==> src/rtl/mem_req_arbiter_pkg.sv <==
// Shared constants and types for the N-client main-memory request arbiter.
// Default widths mirror the MEM_* constants of the single-port memory interface.
package mem_req_arbiter_pkg;

   localparam int unsigned MemAddrBits  = 28;
   localparam int unsigned MemDataBits  = 128;
   localparam int unsigned MemTagBits   = 5;
   localparam int unsigned MemDataBeats = 4;

   typedef enum logic {StIdle, StWdata} state_e;

   // Client-ID field width carved out of the top of the memory tag.
   function automatic int unsigned id_bits(input int unsigned n);
      return (n <= 1) ? 1 : $clog2(n);
   endfunction

endpackage

==> src/rtl/rr_arbiter.sv <==
// Combinational round-robin pick: first asserted request at or after ptr_i, wrapping.
// The pointer itself is owned by the caller.
module rr_arbiter
   import mem_req_arbiter_pkg::*;
#(
   parameter int unsigned NUM_CLIENTS = 2,
   localparam int unsigned ID_BITS    = id_bits(NUM_CLIENTS)
) (
   input  logic [NUM_CLIENTS-1:0] req_i,
   input  logic [ID_BITS-1:0]     ptr_i,
   output logic [NUM_CLIENTS-1:0] gnt_o,
   output logic [ID_BITS-1:0]     idx_o,
   output logic                   any_o
);

   always_comb begin
      logic                found;
      int unsigned         c;
      logic [ID_BITS-1:0]  cidx;
      found = 1'b0;
      idx_o = '0;
      gnt_o = '0;
      for (int unsigned k = 0; k < NUM_CLIENTS; k++) begin
         c    = (32'(ptr_i) + k) % NUM_CLIENTS;
         cidx = c[ID_BITS-1:0];
         if (!found && req_i[cidx]) begin
            found = 1'b1;
            idx_o = cidx;
         end
      end
      gnt_o[idx_o] = found;
      any_o        = found;
   end

endmodule

==> src/rtl/mem_req_arbiter.sv <==
// Round-robin N-client front end for the single main-memory port. Write bursts stay
// locked to their owner until the last beat; responses are routed by the tag's ID field.
module mem_req_arbiter
   import mem_req_arbiter_pkg::*;
#(
   parameter int unsigned NUM_CLIENTS = 2,
   parameter int unsigned ADDR_BITS   = MemAddrBits,
   parameter int unsigned DATA_BITS   = MemDataBits,
   parameter int unsigned TAG_BITS    = MemTagBits,
   parameter int unsigned DATA_BEATS  = MemDataBeats,
   localparam int unsigned ID_BITS    = id_bits(NUM_CLIENTS),
   localparam int unsigned CT_BITS    = TAG_BITS - ID_BITS,
   localparam int unsigned MASK_BITS  = DATA_BITS / 8,
   localparam int unsigned BEAT_BITS  = $clog2(DATA_BEATS + 1)
) (
   input  logic                             clk,
   input  logic                             reset,
   input  logic [NUM_CLIENTS-1:0]           cli_req_valid,
   output logic [NUM_CLIENTS-1:0]           cli_req_ready,
   input  logic [NUM_CLIENTS-1:0]           cli_req_rw,
   input  logic [NUM_CLIENTS*ADDR_BITS-1:0] cli_req_addr,
   input  logic [NUM_CLIENTS*CT_BITS-1:0]   cli_req_tag,
   input  logic [NUM_CLIENTS-1:0]           cli_req_data_valid,
   output logic [NUM_CLIENTS-1:0]           cli_req_data_ready,
   input  logic [NUM_CLIENTS*DATA_BITS-1:0] cli_req_data_bits,
   input  logic [NUM_CLIENTS*MASK_BITS-1:0] cli_req_data_mask,
   output logic [NUM_CLIENTS-1:0]           cli_resp_valid,
   output logic [NUM_CLIENTS*CT_BITS-1:0]   cli_resp_tag,
   output logic [NUM_CLIENTS*DATA_BITS-1:0] cli_resp_data,
   output logic                             mem_req_valid,
   input  logic                             mem_req_ready,
   output logic                             mem_req_rw,
   output logic [ADDR_BITS-1:0]             mem_req_addr,
   output logic [TAG_BITS-1:0]              mem_req_tag,
   output logic                             mem_req_data_valid,
   input  logic                             mem_req_data_ready,
   output logic [DATA_BITS-1:0]             mem_req_data_bits,
   output logic [MASK_BITS-1:0]             mem_req_data_mask,
   input  logic                             mem_resp_valid,
   input  logic [TAG_BITS-1:0]              mem_resp_tag,
   input  logic [DATA_BITS-1:0]             mem_resp_data
);

   state_e               state_q, state_d;
   logic [ID_BITS-1:0]   rr_ptr_q, rr_ptr_d;
   logic [ID_BITS-1:0]   owner_q, owner_d;
   logic [BEAT_BITS-1:0] beat_q, beat_d;

   logic [NUM_CLIENTS-1:0] gnt;
   logic [ID_BITS-1:0]     winner;
   logic                   any_req;
   logic                   req_fire, data_fire;

   rr_arbiter #(
      .NUM_CLIENTS(NUM_CLIENTS)
   ) u_rr_arbiter (
      .req_i(cli_req_valid),
      .ptr_i(rr_ptr_q),
      .gnt_o(gnt),
      .idx_o(winner),
      .any_o(any_req)
   );

   function automatic logic [ID_BITS-1:0] next_id(input logic [ID_BITS-1:0] id);
      return (id == ID_BITS'(NUM_CLIENTS - 1)) ? '0 : id + 1'b1;
   endfunction

   always_comb begin
      mem_req_valid      = 1'b0;
      mem_req_data_valid = 1'b0;
      cli_req_ready      = '0;
      cli_req_data_ready = '0;
      req_fire           = 1'b0;
      data_fire          = 1'b0;
      mem_req_rw         = cli_req_rw[winner];
      mem_req_addr       = cli_req_addr[winner*ADDR_BITS +: ADDR_BITS];
      mem_req_tag        = {winner, cli_req_tag[winner*CT_BITS +: CT_BITS]};
      mem_req_data_bits  = cli_req_data_bits[owner_q*DATA_BITS +: DATA_BITS];
      mem_req_data_mask  = cli_req_data_mask[owner_q*MASK_BITS +: MASK_BITS];
      if (!reset) begin
         unique case (state_q)
            StIdle: begin
               mem_req_valid = any_req;
               cli_req_ready = gnt & {NUM_CLIENTS{mem_req_ready}};
               req_fire      = any_req & mem_req_ready;
            end
            StWdata: begin
               mem_req_data_valid          = cli_req_data_valid[owner_q];
               cli_req_data_ready[owner_q] = mem_req_data_ready;
               data_fire                   = cli_req_data_valid[owner_q] & mem_req_data_ready;
            end
            default: ;
         endcase
      end
   end

   // Response routing ignores arbiter state; IDs >= NUM_CLIENTS match no client.
   always_comb begin
      cli_resp_valid = '0;
      cli_resp_tag   = '0;
      cli_resp_data  = '0;
      for (int i = 0; i < NUM_CLIENTS; i++) begin
         cli_resp_valid[i] = !reset && mem_resp_valid &&
                             (mem_resp_tag[TAG_BITS-1 -: ID_BITS] == ID_BITS'(i));
         cli_resp_tag[i*CT_BITS +: CT_BITS]       = mem_resp_tag[CT_BITS-1:0];
         cli_resp_data[i*DATA_BITS +: DATA_BITS]  = mem_resp_data;
      end
   end

   always_comb begin
      state_d  = state_q;
      rr_ptr_d = rr_ptr_q;
      owner_d  = owner_q;
      beat_d   = beat_q;
      if (req_fire) begin
         if (mem_req_rw) begin
            owner_d = winner;
            beat_d  = '0;
            state_d = StWdata;
         end else begin
            rr_ptr_d = next_id(winner);
         end
      end
      if (data_fire) begin
         if (beat_q == BEAT_BITS'(DATA_BEATS - 1)) begin
            beat_d   = '0;
            rr_ptr_d = next_id(owner_q);
            state_d  = StIdle;
         end else begin
            beat_d = beat_q + 1'b1;
         end
      end
   end

   always_ff @(posedge clk) begin
      if (reset) begin
         state_q  <= StIdle;
         rr_ptr_q <= '0;
         owner_q  <= '0;
         beat_q   <= '0;
      end else begin
         state_q  <= state_d;
         rr_ptr_q <= rr_ptr_d;
         owner_q  <= owner_d;
         beat_q   <= beat_d;
      end
   end

endmodule

==> config.mk <==
export PLATFORM = sky130hd
export DESIGN_NAME = mem_req_arbiter
export DESIGN_NICKNAME = d
export VERILOG_FILES = /design/src/rtl/mem_req_arbiter_pkg.sv /design/src/rtl/rr_arbiter.sv /design/src/rtl/mem_req_arbiter.sv
export SDC_FILE = /design/constraint.sdc
export NUM_CORES = 1
export LEC_CHECK = 0
export ABC_AREA = 1
export CORE_AREA = 5 5 366 368
export CTS_BUF_LIST = sky130_fd_sc_hd__clkbuf_8
export DETAILED_ROUTE_END_ITERATION = 7
export DIE_AREA = 0 0 371 373
export HOLD_SLACK_MARGIN = 0.15
export SLEW_MARGIN = 5
export SYNTH_ARGS = -nofsm -noshare
export SYNTH_HDL_FRONTEND = slang
export SYNTH_SLANG_ARGS = --single-unit
==> constraint.sdc <==
create_clock -name clk -period 1.95 [get_ports clk]
set_input_delay 0.4875 -clock clk [delete_from_list [all_inputs] [get_ports clk]]
set_output_delay 0.4875 -clock clk [all_outputs]
set_load 0.005 [all_outputs]
==> run metrics, run 1 <==
crit path max fanout 8; PortBufs 549; dpl hpwl 78700 um; Root Buffer clkbuf_8; Slew @ Worst Pin between 0.2 and 0.3 ns; cell taking the most area after synthesis nand2_1; Antenna Nets Post-Route 0; status complete, but fails checks; Yosys warnings 0; Remaining DRCs 0; Yosys reg bits 6; Crit path required time 1.46 ns; final worst-path cycle share 108%; Synth Cell Area 4600 sq um; unrepaired setup endpoints after global routing yes; core area 130000 sq um; Final Max Slew Viols 0; gr usage total 12.3%; Num CTS Buffers 3; Worst Setup End Kind output pin; Max VDD drop 112 uV; Fill cells about 15000; Unique masters post-synth 21; Clock Skew 0.00514 ns; Remaining Overflow, GRT 0; worst hold start beat_q[1]; Synth Instances 899; Post-Place Cells 2938; fin cells between 3000 and 4000; drt wl/cell 30.2 um; final setup fails 120; Die W ~370 um; final wirelength between 90000 and 100000 um; CP startpoint kind flop; clock slew at reported path FFs approximately 0.04 ns; failing checks setup timing; # H-tree levels 1; syn nets ~1400; FP Rows 133; Final GP Congestion 0.874; initial core utilization around 3.5%; CP max-delay cell dfxtp_4; io pins 946; crit path from owner_q; DRT iter0 DRCs 261; Setup CP Type reg -> out; Lkg Pwr 6.21 nW; Max-Cap Viols 0; area delta synth->final 231%; Synth top area share 43.9%; most used cell, CP buf_12; design area 15200 sq um; # nets final 1772; Buf/Inv on CP 5; later-pin clock latency in the skew report ~0.22 ns; initial antenna violation count 16; critical-path cell list inv_16 -> buf_12 -> buf_6 -> buf_12 -> nand2_4 -> nand2_4 -> buf_12; Cell Area, Placed 11300 sq um; TritonCTS clock tree built; clock sinks 6; Fmax achieved between 400 and 500 MHz; worst-case clock buffer depth 2; via count ~7400; critical path's top delay family buffers and inverters; hold crit path type reg -> reg; die area between 100000 and 150000 sq um; Final Hold Viols 0; CP arrival roughly 1.6 ns; vias in the first global route 7841; first-pass GRT wire length about 110000 um; drt pass-1 iters 5; top post-synthesis cells by area nand2_1 (44%), buf_4 (43%), buf_2 (3.8%); worst r2r src owner_q; sequential fraction of the synthesis area 2.61%; pwr dens 295 nW/um^2; Max-slew headroom 81.2%; Crit path largest cell delay roughly 0.5 ns; largest net degree at the start of global routing 14; setup TNS -11.43 ns; min Tclk post-route about 2.1 ns; via/cell ratio ~2.4; die height 373 um; share of layout cells above drive strength 1 between 50% and 60%; worst setup margin -0.152 ns; synthesized area per cell 5.12 sq um; setup slack, reg-to-reg roughly 0.25 ns; overall power 4.49 mW
tightest hold or removal path: cells and delay by family (launching register included):
kind | cells | cell delay [ns]
AOI/OAI and AO/OA | 1 | 0.06
DFF | 1 | 0.30
and+or+nand+nor | 1 | 0.08
worst paths after layout:
check                                             end  cells past startpoint
worst max-delay path            mem_req_data_bits[92]                      7
worst min-delay path                        beat_q[1]                      2
worst max register to register               rr_ptr_q                      9
worst min register to register              beat_q[1]                      2
layout make-up:
| cell class | count | area [sq um] | area share [%] |
|---|---|---|---|
| antenna | 4 | 10.0 | 0.0657 |
| clock buffer | 3 | 41.3 | 0.271 |
| clock inverter | 1 | 3.75 | 0.0246 |
| inverter | 15 | 76.3 | 0.501 |
| multi-input combinational | 575 | 4460 | 29.3 |
| sequential | 6 | 125 | 0.822 |
| tap | 1755 | 2200 | 14.4 |
| timing repair buffer | 674 | 8320 | 54.6 |
flip-flops by register name, summed over array words and instances (netlist names):
signal    cells
owner_q       1
state_q       1
rr_ptr_q      1
beat_q        3
Yosys cell counts, drive strengths merged:
| cell type | number |
|---|---|
| dfxtp | 6 |
| nand2 | 540 |
| o21ai | 2 |
| nand3 | 9 |
| clkbuf | 2 |
| nor3 | 3 |
| a21oi | 6 |
| inv | 14 |
| nand4 | 1 |
| ha | 1 |
| buf | 301 |
| clkinv | 1 |
| nor2 | 13 |
layer usage:
layer / vias up / share of wire, % / global-route usage [%]
met4: 20 / 1.1 / 0.495
met3: 65 / 20 / 10.9
li1: 3174 / - / -
met2: 743 / 44 / 19.6
met1: 3366 / 35 / 13.0
met5: - / 0.25 / 0.0699
per-stage QoR:
stage / utilization, % / hold WS [ns] / worst slack, ns
5_1_grt: 11.7 / 0.514 / -0.194
4_1_cts: 11.0 / 0.488 / -0.206
2_1_floorplan: - / 0.456 / 0.394
3_3_place_gp: 8.67 / 0.468 / -0.544
6_report: 11.7 / 0.488 / -0.152
3_5_place_dp: 8.67 / 0.483 / -0.604
what timing repair did:
action | in CTS | in global routing
setup buffers | 58 | 12
pin swaps | 90 | 110
endpoints found under the setup margin | 180 | 164
gates cloned | 25 | 3
hold buffers | 0 | 0
gates resized for setup | 759 | 277
power breakdown:
| group | total [mW] | switching (mW) | internal (mW) | leakage (nW) |
|---|---|---|---|---|
| registers | 0.137 | 0.0101 | 0.127 | 0.0498 |
| clock network | 0.189 | 0.0536 | 0.135 | 0.0269 |
| logic | 4.17 | 1.93 | 2.23 | 6.13 |
| total | 4.49 | 2.00 | 2.50 | 6.21 |
cells by family (layout without fill, tap and decap cells):
kind of cell	after synthesis	count (layout)	share of synthesized area (%)
adder cells (fa/ha/maj)	1	1	0.272
buffers and inverters	318	693	48.6
AND/OR/NAND/NOR	566	566	47.6
AO/OA/AOI/OAI	8	8	0.951
flip-flops	6	6	2.61
other	0	4	0
placed cells by master (no fill, tap or decap), drive strengths merged:
cell type / Yosys / routed
inv: 14 / 15
ha: 1 / 1
nand3: 9 / 9
o21ai: 2 / 2
clkbuf: 2 / 19
diode: 0 / 4
nor2: 13 / 13
nor3: 3 / 3
dfxtp: 6 / 6
buf: 301 / 283
a21oi: 6 / 6
clkdlybuf4s15: 0 / 2
clkinv: 1 / 1
nand2: 540 / 540
clkdlybuf4s50: 0 / 355
nand4: 1 / 1
dlygate4sd2: 0 / 18
(Power assumes the default switching activity.)
==> run 2: changes to the inputs <==
--- a/config.mk
+++ b/config.mk
@@ -11,7 +11,6 @@
 export DETAILED_ROUTE_END_ITERATION = 7
 export DIE_AREA = 0 0 371 373
 export HOLD_SLACK_MARGIN = 0.15
-export SLEW_MARGIN = 5
 export SYNTH_ARGS = -nofsm -noshare
 export SYNTH_HDL_FRONTEND = slang
 export SYNTH_SLANG_ARGS = --single-unit
==> constraint.sdc (replaced) <==
create_clock -name clk -period 1.95 [get_ports clk]
set_input_delay 0.4875 -clock clk [delete_from_list [all_inputs] [get_ports clk]]
set_output_delay 0.4875 -clock clk [all_outputs]
set_load 0.05 [all_outputs]
==> run 2 against run 1 <==
Maximum frequency up 2.3%; the flow still finishes with violations (setup timing); clock power up 7%; highest routed layer unchanged; largest power group unchanged; non-clock buffer count down 53; combinational power up 26%; via count down 5.1%; cell area down 6.2%; flip-flop and latch count unchanged.
==> run metrics, run 2 (synthesized netlist as in run 1, its figures left out) <==
status complete, but fails checks; failing checks setup timing; pwr dens 392 nW/um^2; DRT iter0 DRCs around 210; Die W around 370 um; # H-tree levels 1; Pint 2.60 mW; final setup fails 64; via/cell ratio 2.35; initial core utilization under 10%; min Tclk post-route 2.06 ns; Sw Share 53.5%; via count around 7000; Final Hold Viols 0; vias in the first global route 7386; worst r2r src owner_q; area delta synth->final 210%; share of layout cells above drive strength 1 42.9%; # nets final 1719; die area 138000 sq um; io pins 946; Final Max Slew Viols 0; Setup CP Type reg -> out; drt wl/cell around 29 um; drt pass-1 iters 4; number of flip-flops under the largest register name 3; first-pass GRT wire length 102000 um; Remaining Overflow, GRT 0; unrepaired setup endpoints after global routing yes; worst-case clock buffer depth 2; final worst-path cycle share 105%; part of the power in registers around 2.4%; reg-to-reg endpoint rr_ptr_q; worst hold start beat_q[1]; final wirelength 87000 um; Antenna Nets Post-Route 0; clock share of power under 10%; CP startpoint kind flop; hold_ws approximately 0.5 ns; most frequent cells in the layout nand2_1 (304), clkdlybuf4s50_1 (304), buf_12 (205), nand2_2 (156), nand2_4 (79); initial antenna violation count 19; Max VDD drop ~150 uV; clock slew at reported path FFs 0.04 ns; Crit path required time 1.46 ns; Max-Cap Viols 0; Remaining DRCs 0; dpl hpwl around 78000 um; R2R cell count 9; design area 14300 sq um; hold depth 2; clock sinks 6; worst setup margin -0.105 ns; setup TNS -2.55 ns; Clock Skew between 0.004 and 0.005 ns; Num CTS Buffers 3; CP arrival 1.57 ns; gr usage total 11.8%; switching pwr ~3.0 mW; Logic pwr share 94.0%; Slew @ Worst Pin around 0.48 ns; PortBufs around 550; Max-slew headroom between 60% and 70%; later-pin clock latency in the skew report 0.23 ns; Final GP Congestion 0.874; largest net degree at the start of global routing between 50 and 60; crit path from owner_q; register with the most flip-flops beat_q; setup slack, reg-to-reg 0.34 ns; TritonCTS clock tree built; Worst Setup End Kind output pin; crit path max fanout 12; hold crit path type reg -> reg; Cell Area, Placed 12400 sq um; die height 373 um; core area about 130000 sq um; Root Buffer clkbuf_8; Fmax achieved ~490 MHz; FP Rows between 100 and 150; Hold EP beat_q[1]; Lkg Pwr 5.86 nW
-- run 2: cell count changes in the layout (fill, tap and decap cells not counted), sizes merged --
cell,change
bufbuf,+1
clkinv,+1
clkdlybuf4s50,-51
clkbuf,-10
buf,-29
dlygate4sd2,+38
clkdlybuf4s15,-2
inv,-1
-- run 2: per-layer routing --
layer / GRT usage, % / up-vias / share of wire (%)
li1: - / 3066 / -
met1: 13.4 / 3176 / 39
met2: 19.6 / 683 / 47
met3: 6.91 / 52 / 14
met4: 1.30 / 18 / 1.1
met5: 0 / - / 0.14
-- run 2: what timing repair did --
action                     4_1_cts  5_1_grt
resized for setup              340      104
gates cloned                    14        6
pin swaps                       41       39
hold buffers                     0        0
setup buffers                   22        2
setup endpoints to repair      129      150
-- run 2: how the worst max path moves through the flow --
stage / endpoint / depth (start not counted)
final: mem_req_data_bits[82] / 7
after floorplan: cli_req_data_ready[0] / 3
after CTS: mem_req_data_bits[26] / 6
after global placement: mem_req_tag[0] / 7
after global routing: mem_req_data_bits[82] / 7
after detailed placement: mem_req_tag[0] / 7
-- run 2: layout make-up --
class,instances,area [sq um]
well taps,1755,2200
flip-flops and latches,6,125
repair buffers,621,8520
inverters,15,82.6
fillers,15000,116000
multi-input cells,575,3310
diodes,4,10.0
clock inverters,1,3.75
clock buffers,3,41.3
-- run 2: through the flow --
step / power [mW] / util [%] / instances / setup WS (ns)
floorplan: 3.22 / - / 899 / -0.237
global placement: 5.05 / 9.50 / 2931 / -0.502
detailed placement: 5.04 / 9.50 / 2931 / -0.575
CTS: 5.66 / 10.6 / 2971 / -0.106
global route: 5.85 / 10.9 / 2978 / -0.152
finish: 5.60 / 11.0 / 2980 / -0.105
-- run 2: worst max-delay path, stage by stage (launching register included) --
cell and delay [ns]:
dfxtp_4 0.44, inv_8 0.08, buf_16 0.16, buf_12 0.13
buf_16 0.15, nand2_1 0.08, nand2_2 0.10, buf_12 0.17
-- run 2: power by group through the flow --
| stage | Clock, mW | Sequential (mW) | Combinational (mW) |
|---|---|---|---|
| 2_1_floorplan | 0 | 0.131 | 3.09 |
| 3_3_place_gp | 0 | 0.134 | 4.92 |
| 3_5_place_dp | 0 | 0.134 | 4.91 |
| 4_1_cts | 0.207 | 0.134 | 5.32 |
| 5_1_grt | 0.212 | 0.134 | 5.50 |
| 6_report | 0.203 | 0.134 | 5.26 |
